==> config.mk <==
export PLATFORM = sky130hd
export DESIGN_NAME = fmap_stream_buffer_flat
export DESIGN_NICKNAME = d
export VERILOG_FILES = /design/src/rtl/mnist_nn_pkg.sv /design/src/rtl/fmap_stream_buffer_if.sv /design/src/rtl/fmap_stream_buffer_bank.sv /design/src/rtl/fmap_stream_buffer.sv /design/src/flat_wrapper.sv
export SDC_FILE = /design/constraint.sdc
export NUM_CORES = 2
export LEC_CHECK = 0
export CAP_MARGIN = 5
export CORE_MARGIN = 3
export CORE_UTILIZATION = 50
export DETAILED_ROUTE_END_ITERATION = 8
export PLACE_DENSITY = 0.71
export SLEW_MARGIN = 20
export SYNTH_ARGS = -nofsm -noshare
export SYNTH_HDL_FRONTEND = slang
export SYNTH_SLANG_ARGS = --single-unit
==> constraint.sdc <==
create_clock -name clk -period 4.2 [get_ports clk]
set_clock_uncertainty 0.15 [all_clocks]
set_input_delay 1.05 -clock clk [delete_from_list [all_inputs] [get_ports clk]]
set_output_delay 1.05 -clock clk [all_outputs]
set_load 0.01 [all_outputs]
==> src/rtl/mnist_nn_pkg.sv <==
// Shared constants and payload types for the MNIST network datapath.
package mnist_nn_pkg;

  localparam int unsigned NUM_CHANNELS = 8;
  localparam int unsigned POOL1_OUT_W  = 13;
  localparam int unsigned POOL1_OUT_H  = 13;

  // One pooled pixel across all channels, channel 1 in bit 0
  typedef logic [NUM_CHANNELS-1:0] pixel_word_t;

endpackage

==> src/rtl/fmap_stream_buffer_if.sv <==
// Pooled feature-map input stream and dense replay stream.
interface fmap_stream_buffer_if;

  logic valid_in;
  logic pixel_in_1;
  logic pixel_in_2;
  logic pixel_in_3;
  logic pixel_in_4;
  logic pixel_in_5;
  logic pixel_in_6;
  logic pixel_in_7;
  logic pixel_in_8;
  logic out_ready;
  logic pixel_out_1;
  logic pixel_out_2;
  logic pixel_out_3;
  logic pixel_out_4;
  logic pixel_out_5;
  logic pixel_out_6;
  logic pixel_out_7;
  logic pixel_out_8;
  logic valid_out;
  logic frame_start;
  logic frame_end;
  logic overflow;

  // Producer / consumer side
  modport master (
    output valid_in, pixel_in_1, pixel_in_2, pixel_in_3, pixel_in_4,
           pixel_in_5, pixel_in_6, pixel_in_7, pixel_in_8, out_ready,
    input  pixel_out_1, pixel_out_2, pixel_out_3, pixel_out_4,
           pixel_out_5, pixel_out_6, pixel_out_7, pixel_out_8,
           valid_out, frame_start, frame_end, overflow
  );

  // Buffer side
  modport slave (
    input  valid_in, pixel_in_1, pixel_in_2, pixel_in_3, pixel_in_4,
           pixel_in_5, pixel_in_6, pixel_in_7, pixel_in_8, out_ready,
    output pixel_out_1, pixel_out_2, pixel_out_3, pixel_out_4,
           pixel_out_5, pixel_out_6, pixel_out_7, pixel_out_8,
           valid_out, frame_start, frame_end, overflow
  );

endinterface

==> src/rtl/fmap_stream_buffer_bank.sv <==
// One frame bank: register array, synchronous write, combinational read.
module fmap_bank
  import mnist_nn_pkg::*;
#(
  parameter int unsigned DEPTH = 169,
  parameter int unsigned AW    = 8
) (
  input  logic          clk,
  input  logic          we,
  input  logic [AW-1:0] waddr,
  input  pixel_word_t   wdata,
  input  logic [AW-1:0] raddr,
  output pixel_word_t   rdata
);

  pixel_word_t mem [DEPTH];

  // Storage write; contents deliberately not reset
  always_ff @(posedge clk) begin
    if (we) mem[waddr] <= wdata;
  end

  assign rdata = mem[raddr];

endmodule

==> src/rtl/fmap_stream_buffer.sv <==
// Ping-pong frame buffer turning sparse pooled pixels into a dense raster stream.
module fmap_stream_buffer
  import mnist_nn_pkg::*;
#(
  parameter int unsigned WIDTH  = POOL1_OUT_W,
  parameter int unsigned HEIGHT = POOL1_OUT_H
) (
  input  logic                clk,
  input  logic                rst_n,
  fmap_stream_buffer_if.slave bus
);

  localparam int unsigned DEPTH = WIDTH * HEIGHT;
  localparam int unsigned AW    = $clog2(DEPTH);
  localparam int unsigned LAST  = DEPTH - 1;

  logic [AW-1:0] wr_cnt;
  logic [AW-1:0] rd_cnt;
  logic          wr_bank;
  logic          rd_bank;
  logic [1:0]    full;
  logic          overflow_q;
  logic          valid_q;
  logic          frame_start_q;
  logic          frame_end_q;
  pixel_word_t   data_q;

  pixel_word_t   in_word_c;
  pixel_word_t   rd_word_c;
  pixel_word_t   bank_rdata_c [2];
  logic [1:0]    bank_we_c;
  logic [1:0]    full_nxt_c;
  logic          wr_en_c;
  logic          wr_last_c;
  logic          rd_last_c;
  logic          load_c;

  assign in_word_c = {bus.pixel_in_8, bus.pixel_in_7, bus.pixel_in_6, bus.pixel_in_5,
                      bus.pixel_in_4, bus.pixel_in_3, bus.pixel_in_2, bus.pixel_in_1};

  assign wr_en_c   = bus.valid_in & ~full[wr_bank];
  assign wr_last_c = (wr_cnt == AW'(LAST));
  assign rd_last_c = (rd_cnt == AW'(LAST));
  assign load_c    = full[rd_bank] & (~valid_q | bus.out_ready);
  assign bank_we_c = {wr_en_c & wr_bank, wr_en_c & ~wr_bank};
  assign rd_word_c = rd_bank ? bank_rdata_c[1] : bank_rdata_c[0];

  fmap_bank #(.DEPTH(DEPTH), .AW(AW)) u_bank0 (
    .clk   (clk),
    .we    (bank_we_c[0]),
    .waddr (wr_cnt),
    .wdata (in_word_c),
    .raddr (rd_cnt),
    .rdata (bank_rdata_c[0])
  );

  fmap_bank #(.DEPTH(DEPTH), .AW(AW)) u_bank1 (
    .clk   (clk),
    .we    (bank_we_c[1]),
    .waddr (wr_cnt),
    .wdata (in_word_c),
    .raddr (rd_cnt),
    .rdata (bank_rdata_c[1])
  );

  // Full flags: writer sets its bank, reader frees its bank; never the same bank at once
  always_comb begin
    full_nxt_c = full;
    if (wr_en_c && wr_last_c) full_nxt_c[wr_bank] = 1'b1;
    if (load_c && rd_last_c)  full_nxt_c[rd_bank] = 1'b0;
  end

  // Write pointer, bank select and sticky drop flag
  always_ff @(posedge clk or negedge rst_n) begin
    if (!rst_n) begin
      wr_cnt     <= '0;
      wr_bank    <= 1'b0;
      overflow_q <= 1'b0;
    end else if (bus.valid_in) begin
      if (!full[wr_bank]) begin
        if (wr_last_c) begin
          wr_cnt  <= '0;
          wr_bank <= ~wr_bank;
        end else begin
          wr_cnt  <= AW'(wr_cnt + 1'b1);
        end
      end else begin
        overflow_q <= 1'b1;
      end
    end
  end

  // Bank occupancy flags
  always_ff @(posedge clk or negedge rst_n) begin
    if (!rst_n) full <= 2'b00;
    else        full <= full_nxt_c;
  end

  // Output register and read pointer; holds everything while stalled
  always_ff @(posedge clk or negedge rst_n) begin
    if (!rst_n) begin
      rd_cnt        <= '0;
      rd_bank       <= 1'b0;
      valid_q       <= 1'b0;
      frame_start_q <= 1'b0;
      frame_end_q   <= 1'b0;
      data_q        <= '0;
    end else if (load_c) begin
      valid_q       <= 1'b1;
      frame_start_q <= (rd_cnt == '0);
      frame_end_q   <= rd_last_c;
      data_q        <= rd_word_c;
      if (rd_last_c) begin
        rd_cnt  <= '0;
        rd_bank <= ~rd_bank;
      end else begin
        rd_cnt  <= AW'(rd_cnt + 1'b1);
      end
    end else if (bus.out_ready) begin
      valid_q       <= 1'b0;
      frame_start_q <= 1'b0;
      frame_end_q   <= 1'b0;
    end
  end

  assign bus.valid_out   = valid_q;
  assign bus.frame_start = frame_start_q;
  assign bus.frame_end   = frame_end_q;
  assign bus.overflow    = overflow_q;
  assign bus.pixel_out_1 = data_q[0];
  assign bus.pixel_out_2 = data_q[1];
  assign bus.pixel_out_3 = data_q[2];
  assign bus.pixel_out_4 = data_q[3];
  assign bus.pixel_out_5 = data_q[4];
  assign bus.pixel_out_6 = data_q[5];
  assign bus.pixel_out_7 = data_q[6];
  assign bus.pixel_out_8 = data_q[7];

endmodule
==> src/flat_wrapper.sv <==
// flat-port wrapper written by rule: the top's interface ports become plain ports
module fmap_stream_buffer_flat import mnist_nn_pkg::*;
#(
  parameter int unsigned WIDTH  = POOL1_OUT_W,
  parameter int unsigned HEIGHT = POOL1_OUT_H
)
  (clk, rst_n, bus_valid_in, bus_pixel_in_1, bus_pixel_in_2, bus_pixel_in_3, bus_pixel_in_4, bus_pixel_in_5, bus_pixel_in_6, bus_pixel_in_7, bus_pixel_in_8, bus_out_ready, bus_pixel_out_1, bus_pixel_out_2, bus_pixel_out_3, bus_pixel_out_4, bus_pixel_out_5, bus_pixel_out_6, bus_pixel_out_7, bus_pixel_out_8, bus_valid_out, bus_frame_start, bus_frame_end, bus_overflow);
  fmap_stream_buffer_if bus_i ();
  input  logic clk;
  input  logic rst_n;
  input wire logic [$bits(bus_i.valid_in)-1:0] bus_valid_in;
  input wire logic [$bits(bus_i.pixel_in_1)-1:0] bus_pixel_in_1;
  input wire logic [$bits(bus_i.pixel_in_2)-1:0] bus_pixel_in_2;
  input wire logic [$bits(bus_i.pixel_in_3)-1:0] bus_pixel_in_3;
  input wire logic [$bits(bus_i.pixel_in_4)-1:0] bus_pixel_in_4;
  input wire logic [$bits(bus_i.pixel_in_5)-1:0] bus_pixel_in_5;
  input wire logic [$bits(bus_i.pixel_in_6)-1:0] bus_pixel_in_6;
  input wire logic [$bits(bus_i.pixel_in_7)-1:0] bus_pixel_in_7;
  input wire logic [$bits(bus_i.pixel_in_8)-1:0] bus_pixel_in_8;
  input wire logic [$bits(bus_i.out_ready)-1:0] bus_out_ready;
  output wire logic [$bits(bus_i.pixel_out_1)-1:0] bus_pixel_out_1;
  output wire logic [$bits(bus_i.pixel_out_2)-1:0] bus_pixel_out_2;
  output wire logic [$bits(bus_i.pixel_out_3)-1:0] bus_pixel_out_3;
  output wire logic [$bits(bus_i.pixel_out_4)-1:0] bus_pixel_out_4;
  output wire logic [$bits(bus_i.pixel_out_5)-1:0] bus_pixel_out_5;
  output wire logic [$bits(bus_i.pixel_out_6)-1:0] bus_pixel_out_6;
  output wire logic [$bits(bus_i.pixel_out_7)-1:0] bus_pixel_out_7;
  output wire logic [$bits(bus_i.pixel_out_8)-1:0] bus_pixel_out_8;
  output wire logic [$bits(bus_i.valid_out)-1:0] bus_valid_out;
  output wire logic [$bits(bus_i.frame_start)-1:0] bus_frame_start;
  output wire logic [$bits(bus_i.frame_end)-1:0] bus_frame_end;
  output wire logic [$bits(bus_i.overflow)-1:0] bus_overflow;
  assign bus_i.valid_in = bus_valid_in;
  assign bus_i.pixel_in_1 = bus_pixel_in_1;
  assign bus_i.pixel_in_2 = bus_pixel_in_2;
  assign bus_i.pixel_in_3 = bus_pixel_in_3;
  assign bus_i.pixel_in_4 = bus_pixel_in_4;
  assign bus_i.pixel_in_5 = bus_pixel_in_5;
  assign bus_i.pixel_in_6 = bus_pixel_in_6;
  assign bus_i.pixel_in_7 = bus_pixel_in_7;
  assign bus_i.pixel_in_8 = bus_pixel_in_8;
  assign bus_i.out_ready = bus_out_ready;
  assign bus_pixel_out_1 = bus_i.pixel_out_1;
  assign bus_pixel_out_2 = bus_i.pixel_out_2;
  assign bus_pixel_out_3 = bus_i.pixel_out_3;
  assign bus_pixel_out_4 = bus_i.pixel_out_4;
  assign bus_pixel_out_5 = bus_i.pixel_out_5;
  assign bus_pixel_out_6 = bus_i.pixel_out_6;
  assign bus_pixel_out_7 = bus_i.pixel_out_7;
  assign bus_pixel_out_8 = bus_i.pixel_out_8;
  assign bus_valid_out = bus_i.valid_out;
  assign bus_frame_start = bus_i.frame_start;
  assign bus_frame_end = bus_i.frame_end;
  assign bus_overflow = bus_i.overflow;
  fmap_stream_buffer #(.WIDTH(WIDTH), .HEIGHT(HEIGHT)) u_core (.clk(clk), .rst_n(rst_n), .bus(bus_i));
endmodule
# Word-level counts from Yosys, hierarchy flattened
# Memory sizes are Yosys's and may differ from the RTL's.
# Index checks and enable logic that the tools add are counted.
# totals
reg_bits,32
latch_bits,0
ram_bits,2704
romBits,0
inputBits,12
wordCells,63
memories,2
# mem_list
memory,words,word_bits,read_ports,rd_clocked_by_memory_dff,wr,line_no,text
u_core.u_bank0.mem,169,8,1,0,1,fmap_stream_buffer_bank.sv:16,pixel_word_t mem [DEPTH];
u_core.u_bank1.mem,169,8,1,0,1,fmap_stream_buffer_bank.sv:16,
# classes
add_sub_neg,2
mul,0
n_div,0
order_cmp,4
n_eq_ne,2
shift,0
mux,21
n_bitwise,12
n_reduce_logical,10
# op_table
op,count
two-way mux 8 bit,3
"adder 8 x 1 -> 8 bit, second input constant",2
"== test 8 bit, second input constant",2
two-way mux 1 bit,14
zero test 8 bit,1
AND reduction 2 bit,3
bitwise AND 1 bit,4
logical AND 1 bit,4
"less-than comparator 1 x 2 -> 1 bit, second input constant",2
two-way mux 2 bit,2
NOT 1 bit,4
AND reduction 3 bit,1
bitwise AND 2 bit,1
demux 1 bit (select 1 bit),2
"greater-or-equal comparator 1 bit, second input constant",2
NOT 2 bit,1
OR 2 bit,1
nonzero test 2 bit,1
OR 1 bit,1

# Longest topological paths before layout
# logic_depth
word_depth,8
ltp_mapped,14
mapped_depth_nobuf,7

# By module
# A second synthesis with hierarchy kept.
# unflattened
hier_cells,5244
area_unflattened_um2,107797.1
# by_module_without_submodules
module,n_inst,cells_per_inst,area_each_um2,seq_area_each_um2
fmap_bank,2,2545,53092.2,40598.9
fmap_stream_buffer,1,154,1612.8,800.8

# Worst setup path after synthesis
# No wires, ideal clock.
# synth_path
path_type,input to register
startpoint,input bus_valid_in
endpoint,"memory u_core.u_bank0.mem[22][0] (netlist bit), enable pin"
setup_time_ns,0.370
arrival_ns,2.549
path_slack_ns,1.131
stages,6
n_path_buf,1
cell_sequence,inv_1 or3_1 nor3_1 nand2_1 clkbuf_1 nor2_1
# synth_between
elab_chain_len,4
# synth_lines
item,line_no,text
from (decl),flat_wrapper.sv:11,input wire logic [$bits(bus_i.valid_in)-1:0] bus_valid_in;
bitwise AND 1 bit,fmap_stream_buffer.sv:41,assign wr_en_c = bus.valid_in & ~full[wr_bank];
bitwise AND 1 bit,fmap_stream_buffer.sv:45,"assign bank_we_c = {wr_en_c & wr_bank, wr_en_c & ~wr_bank};"
two-way mux 1 bit,fmap_stream_buffer_bank.sv:20,if (we) mem[waddr] <= wdata;
two-way mux 1 bit (implied by the code),fmap_stream_buffer_bank.sv:20,
to (decl),fmap_stream_buffer_bank.sv:16,
# No other way between the ends.

# Worst setup path after layout
# layout_path
startpoint,register u_core.rd_cnt[0]
endpoint,register u_core.data_q[7]
# layout_between
elab_chain_len,2
# layout_lines
item,line_no,text
from (decl),fmap_stream_buffer.sv:18,logic [AW-1:0] rd_cnt;
from (signal assigned),fmap_stream_buffer.sv:117,rd_cnt <= AW'(rd_cnt + 1'b1);
memory (169 x 8 bit),-,
two-way mux 8 bit (*),fmap_stream_buffer.sv:46,assign rd_word_c = rd_bank ? bank_rdata_c[1] : bank_rdata_c[0];
to (signal assigned),fmap_stream_buffer.sv:112,data_q <= rd_word_c;
to (decl),fmap_stream_buffer.sv:26,pixel_word_t data_q;
# Mark *: on every way between the ends. The rest lies on a longest branch, timed or not.
# A chain may end at the register's enable or synchronous reset.

==> run metrics <==
Synth cell types=73; Initial Utilization=a little over 50%; CTS Sinks=roughly 2700; Primary FF master, synth=edfxtp_1; Die Width=469 um; final hold vios=0; compound-cell area share of the yosys netlist=around 2.2%; Mapped Area=roughly 110000 um2; Area after DPL=115000 um2; power density over cell area=approximately 640 nW/um2; status=finished, final reports clean; Total GRT Usage=between 20% and 30%; Min Clock Period, post-route=approximately 4.1 ns; Clock transition at path regs=about 0.070 ns; placed cells=roughly 8300; sequential share of the synthesized area=approximately three quarters; Worst-Margin Slew=about 1.2 ns; kind of critical path=flip-flop to flip-flop; Leak Pwr=roughly 40 nW; largest net degree at the start of global routing=between 100 and 150; RSZ-0062 raised after global routing=false; xor and xnor area share after synthesis=0.0900%; Fin Setup TNS=0 ns; hpwl dp=181000 um; first-pass GRT wire length=413000 um; vias=56100; Core Footprint=around 210000 um2; Crit Path Max Fanout=26; Max Slew Vio Count=0; cts hold-fix bufs=0; Net Switching=24.8 mW; CP startpoint kind=flip-flop; fmax=between 200 and 250 MHz; layout cell share with drive strength beyond 1=a little under a third; initial antenna violation count=13; fin cells=around 8800; CP required=between 4 and 5 ns; Critical Path AT=4.83 ns; VDD IR max=slightly below 0.0005 V; YS warnings=0; Root Buffer=clkbuf_16; CP Capture Type=flip-flop; post_cts resized=0; # rows=between 150 and 200; Int Pwr=roughly 54 mW; Die Y=around 470 um; drt total wl=between 200000 and 300000 um; hold crit path type=primary input to async pin; Die Area=between 200000 and 250000 um2; Detail Route Antenna Nets=0; H-tree depth=5; Avg Cell Area, Syn=approximately 21 um2; Setup violations, final=0; Initial DRC Count=about 8300; routability congestion estimate from global placement=about 0.93; fin crit share=between 90% and 100%; Mapped Cells=about 5000; Rel. slew slack=between 20% and 30%; final net count=around 5800; I/O pin cnt=24; CTS tree=done; DRC viols=0; Num CTS Buffers=between 200 and 300; Port Buffer Count=23; global route overflow=0; multiplexer area fraction after synthesis=around 16%; number of global-route vias before repair=approximately 56000; Sw Ratio=a little under a third; max-cap viol count=0; vias per cell=between 6 and 7; Final Instance Area=about 120000 um2; Post-synth ARST share=about 1.2%; post-CTS setup buffers=0; Max Root-Sink Buffers=4; Post-synth EDFFs=2704; DR WL/cell=approximately 33 um; area grow syn2layout=15.8%; Gate power share=between 30% and 40%; Clk Latency, worst-skew pair=just over 0.9 ns; synthesized net count=~5000; post-synthesis simple-gate area fraction=under 10%; adder and majority gate portion of the synthesized area=less than 1%; router iterations before antenna repair=7; FF+latch count, synth=roughly 2700; Clk network pwr share=between 30% and 40%; sequential fraction of design power=about 39%; combinational family with the most area after synthesis=multiplexers
## kinds of logic after synthesis
family          after synthesis
xor+xnor                     11
buf+inv                     316
fa+ha+maj                     6
compound gates              316
flops                      2736
simple gates                718
mux                         893
## power groups by stage
| stage | registers, mW | clock network (mW) | logic (mW) |
|---|---|---|---|
| after floorplan | 30.9 | 0 | 14.3 |
| after global placement | 31.4 | 0 | 23.4 |
| after detailed placement | 31.5 | 0 | 23.5 |
| after CTS | 30.9 | 24.3 | 23.6 |
| after global routing | 30.9 | 25.4 | 24.5 |
| final | 30.9 | 24.0 | 23.9 |
## cells in the mapped netlist (15+ instances only)
cell type  instances  area [um2]
nor2_1           377        1420
o21ai_0           28         140
nor2b_1           29         181
o211ai_1          19         143
dfrtp_1           32         801
buf_2             62         310
buf_8             17         255
buf_4             33         248
nand2_1          211         792
a21oi_1           53         265
a221oi_1          20         175
clkbuf_1         108         405
mux4_2           653       14700
mux2i_1          206        2060
nand3_1           39         195
a32oi_1           19         166
a31oi_1           15        93.8
a211oi_1          17         128
mux2_2            15         169
mux4_1            19         499
a22oi_1           59         443
edfxtp_1        2704       81200
buf_6             50         563
## routing by layer
layer / GRT usage [%] / wire length [um] / vias up / part of all wire [%]
li1: - / - / 22200 / -
met1: 36.0 / 106000 / 29300 / 37
met2: 40.2 / 135000 / 3835 / 47
met3: 7.49 / 34000 / 740 / 12
met4: 11.6 / 13500 / 8 / 4.7
met5: 0 / 53 / - / 0.018
## worst paths after layout
path / start / to / slack (ns) / cells past startpoint
min reg2reg: u_core.wr_cnt[4]$_DFFE_PN0N_ / u_core.wr_cnt[4]$_DFFE_PN0N_ / 0.44 / 1
max reg2reg: u_core.rd_cnt[0]$_DFFE_PN0P_ / u_core.data_q[7]$_DFFE_PN0P_ / 0.09 / 10
max in group asynchronous: rst_n / u_core.rd_cnt[4]$_DFFE_PN0P_ / 3.26 / 1
max: u_core.rd_cnt[0]$_DFFE_PN0P_ / u_core.data_q[7]$_DFFE_PN0P_ / 0.09 / 10
min: rst_n / u_core.wr_cnt[2]$_DFFE_PN0N_ / 0.05 / 1
min in group clk: bus_pixel_in_8 / u_core.u_bank0.mem[58][7]$_DFFE_PP_ / 0.38 / 1
## cell type report
type | count | area (um2)
fill | 14900 | 88600
clock buffer | 343 | 7430
timing repair buffer | 751 | 6540
multi-input combinational | 1944 | 23100
inverter | 14 | 61.3
sequential | 2736 | 82000
clock inverter | 137 | 1250
antenna | 15 | 37.5
tap | 2821 | 3530
## metrics by stage
| step | power, mW | util (%) | setup WS [ns] | hold WS (ns) |
|---|---|---|---|---|
| detailed placement | 54.9 | 54.2 | 0.0344 | 0.427 |
| finish | 78.9 | 58.3 | 0.0874 | 0.0502 |
| floorplan | 45.2 | - | 1.13 | 0.356 |
| global placement | 54.8 | 54.2 | -0.254 | 0.403 |
| CTS | 78.8 | 58.3 | 0.0156 | 0.0309 |
| global route | 80.8 | 58.3 | 0.0634 | 0.0825 |
## sequential cells by signal, summed over array words and instances, names as in the netlist
signal                  cells
u_core.u_bank0.mem       1352
u_core.u_bank1.mem       1352
u_core.data_q               8
u_core.rd_cnt               8
u_core.wr_cnt               8
u_core.full                 2
u_core.bus.frame_end        1
u_core.bus.frame_start      1
u_core.bus.overflow         1
u_core.bus.valid_out        1
u_core.rd_bank              1
u_core.wr_bank              1
## cell usage in the layout (no fill, tap or decap), drive strengths merged, types with 28 or more instances in the layout
master  count
a22oi      59
nor2      377
a21oi      54
nand2     211
edfxtp   2704
mux4      672
nand3      39
nor2b      29
clkbuf    343
o21ai      28
clkinv    101
buf       737
mux2i     206
dfrtp      32
## worst max-delay path: stages (launching register included)
cell and delay, ns:
dfrtp_4 0.93, buf_12 0.32, buf_12 0.19, mux4_2 0.23
nand2_1 0.06, a32o_1 0.26, a2111oi_0 0.81, buf_4 0.23
a21oi_1 0.10, o21ai_0 0.45, o221a_1 0.27
Power figures use the tool's default switching activity.
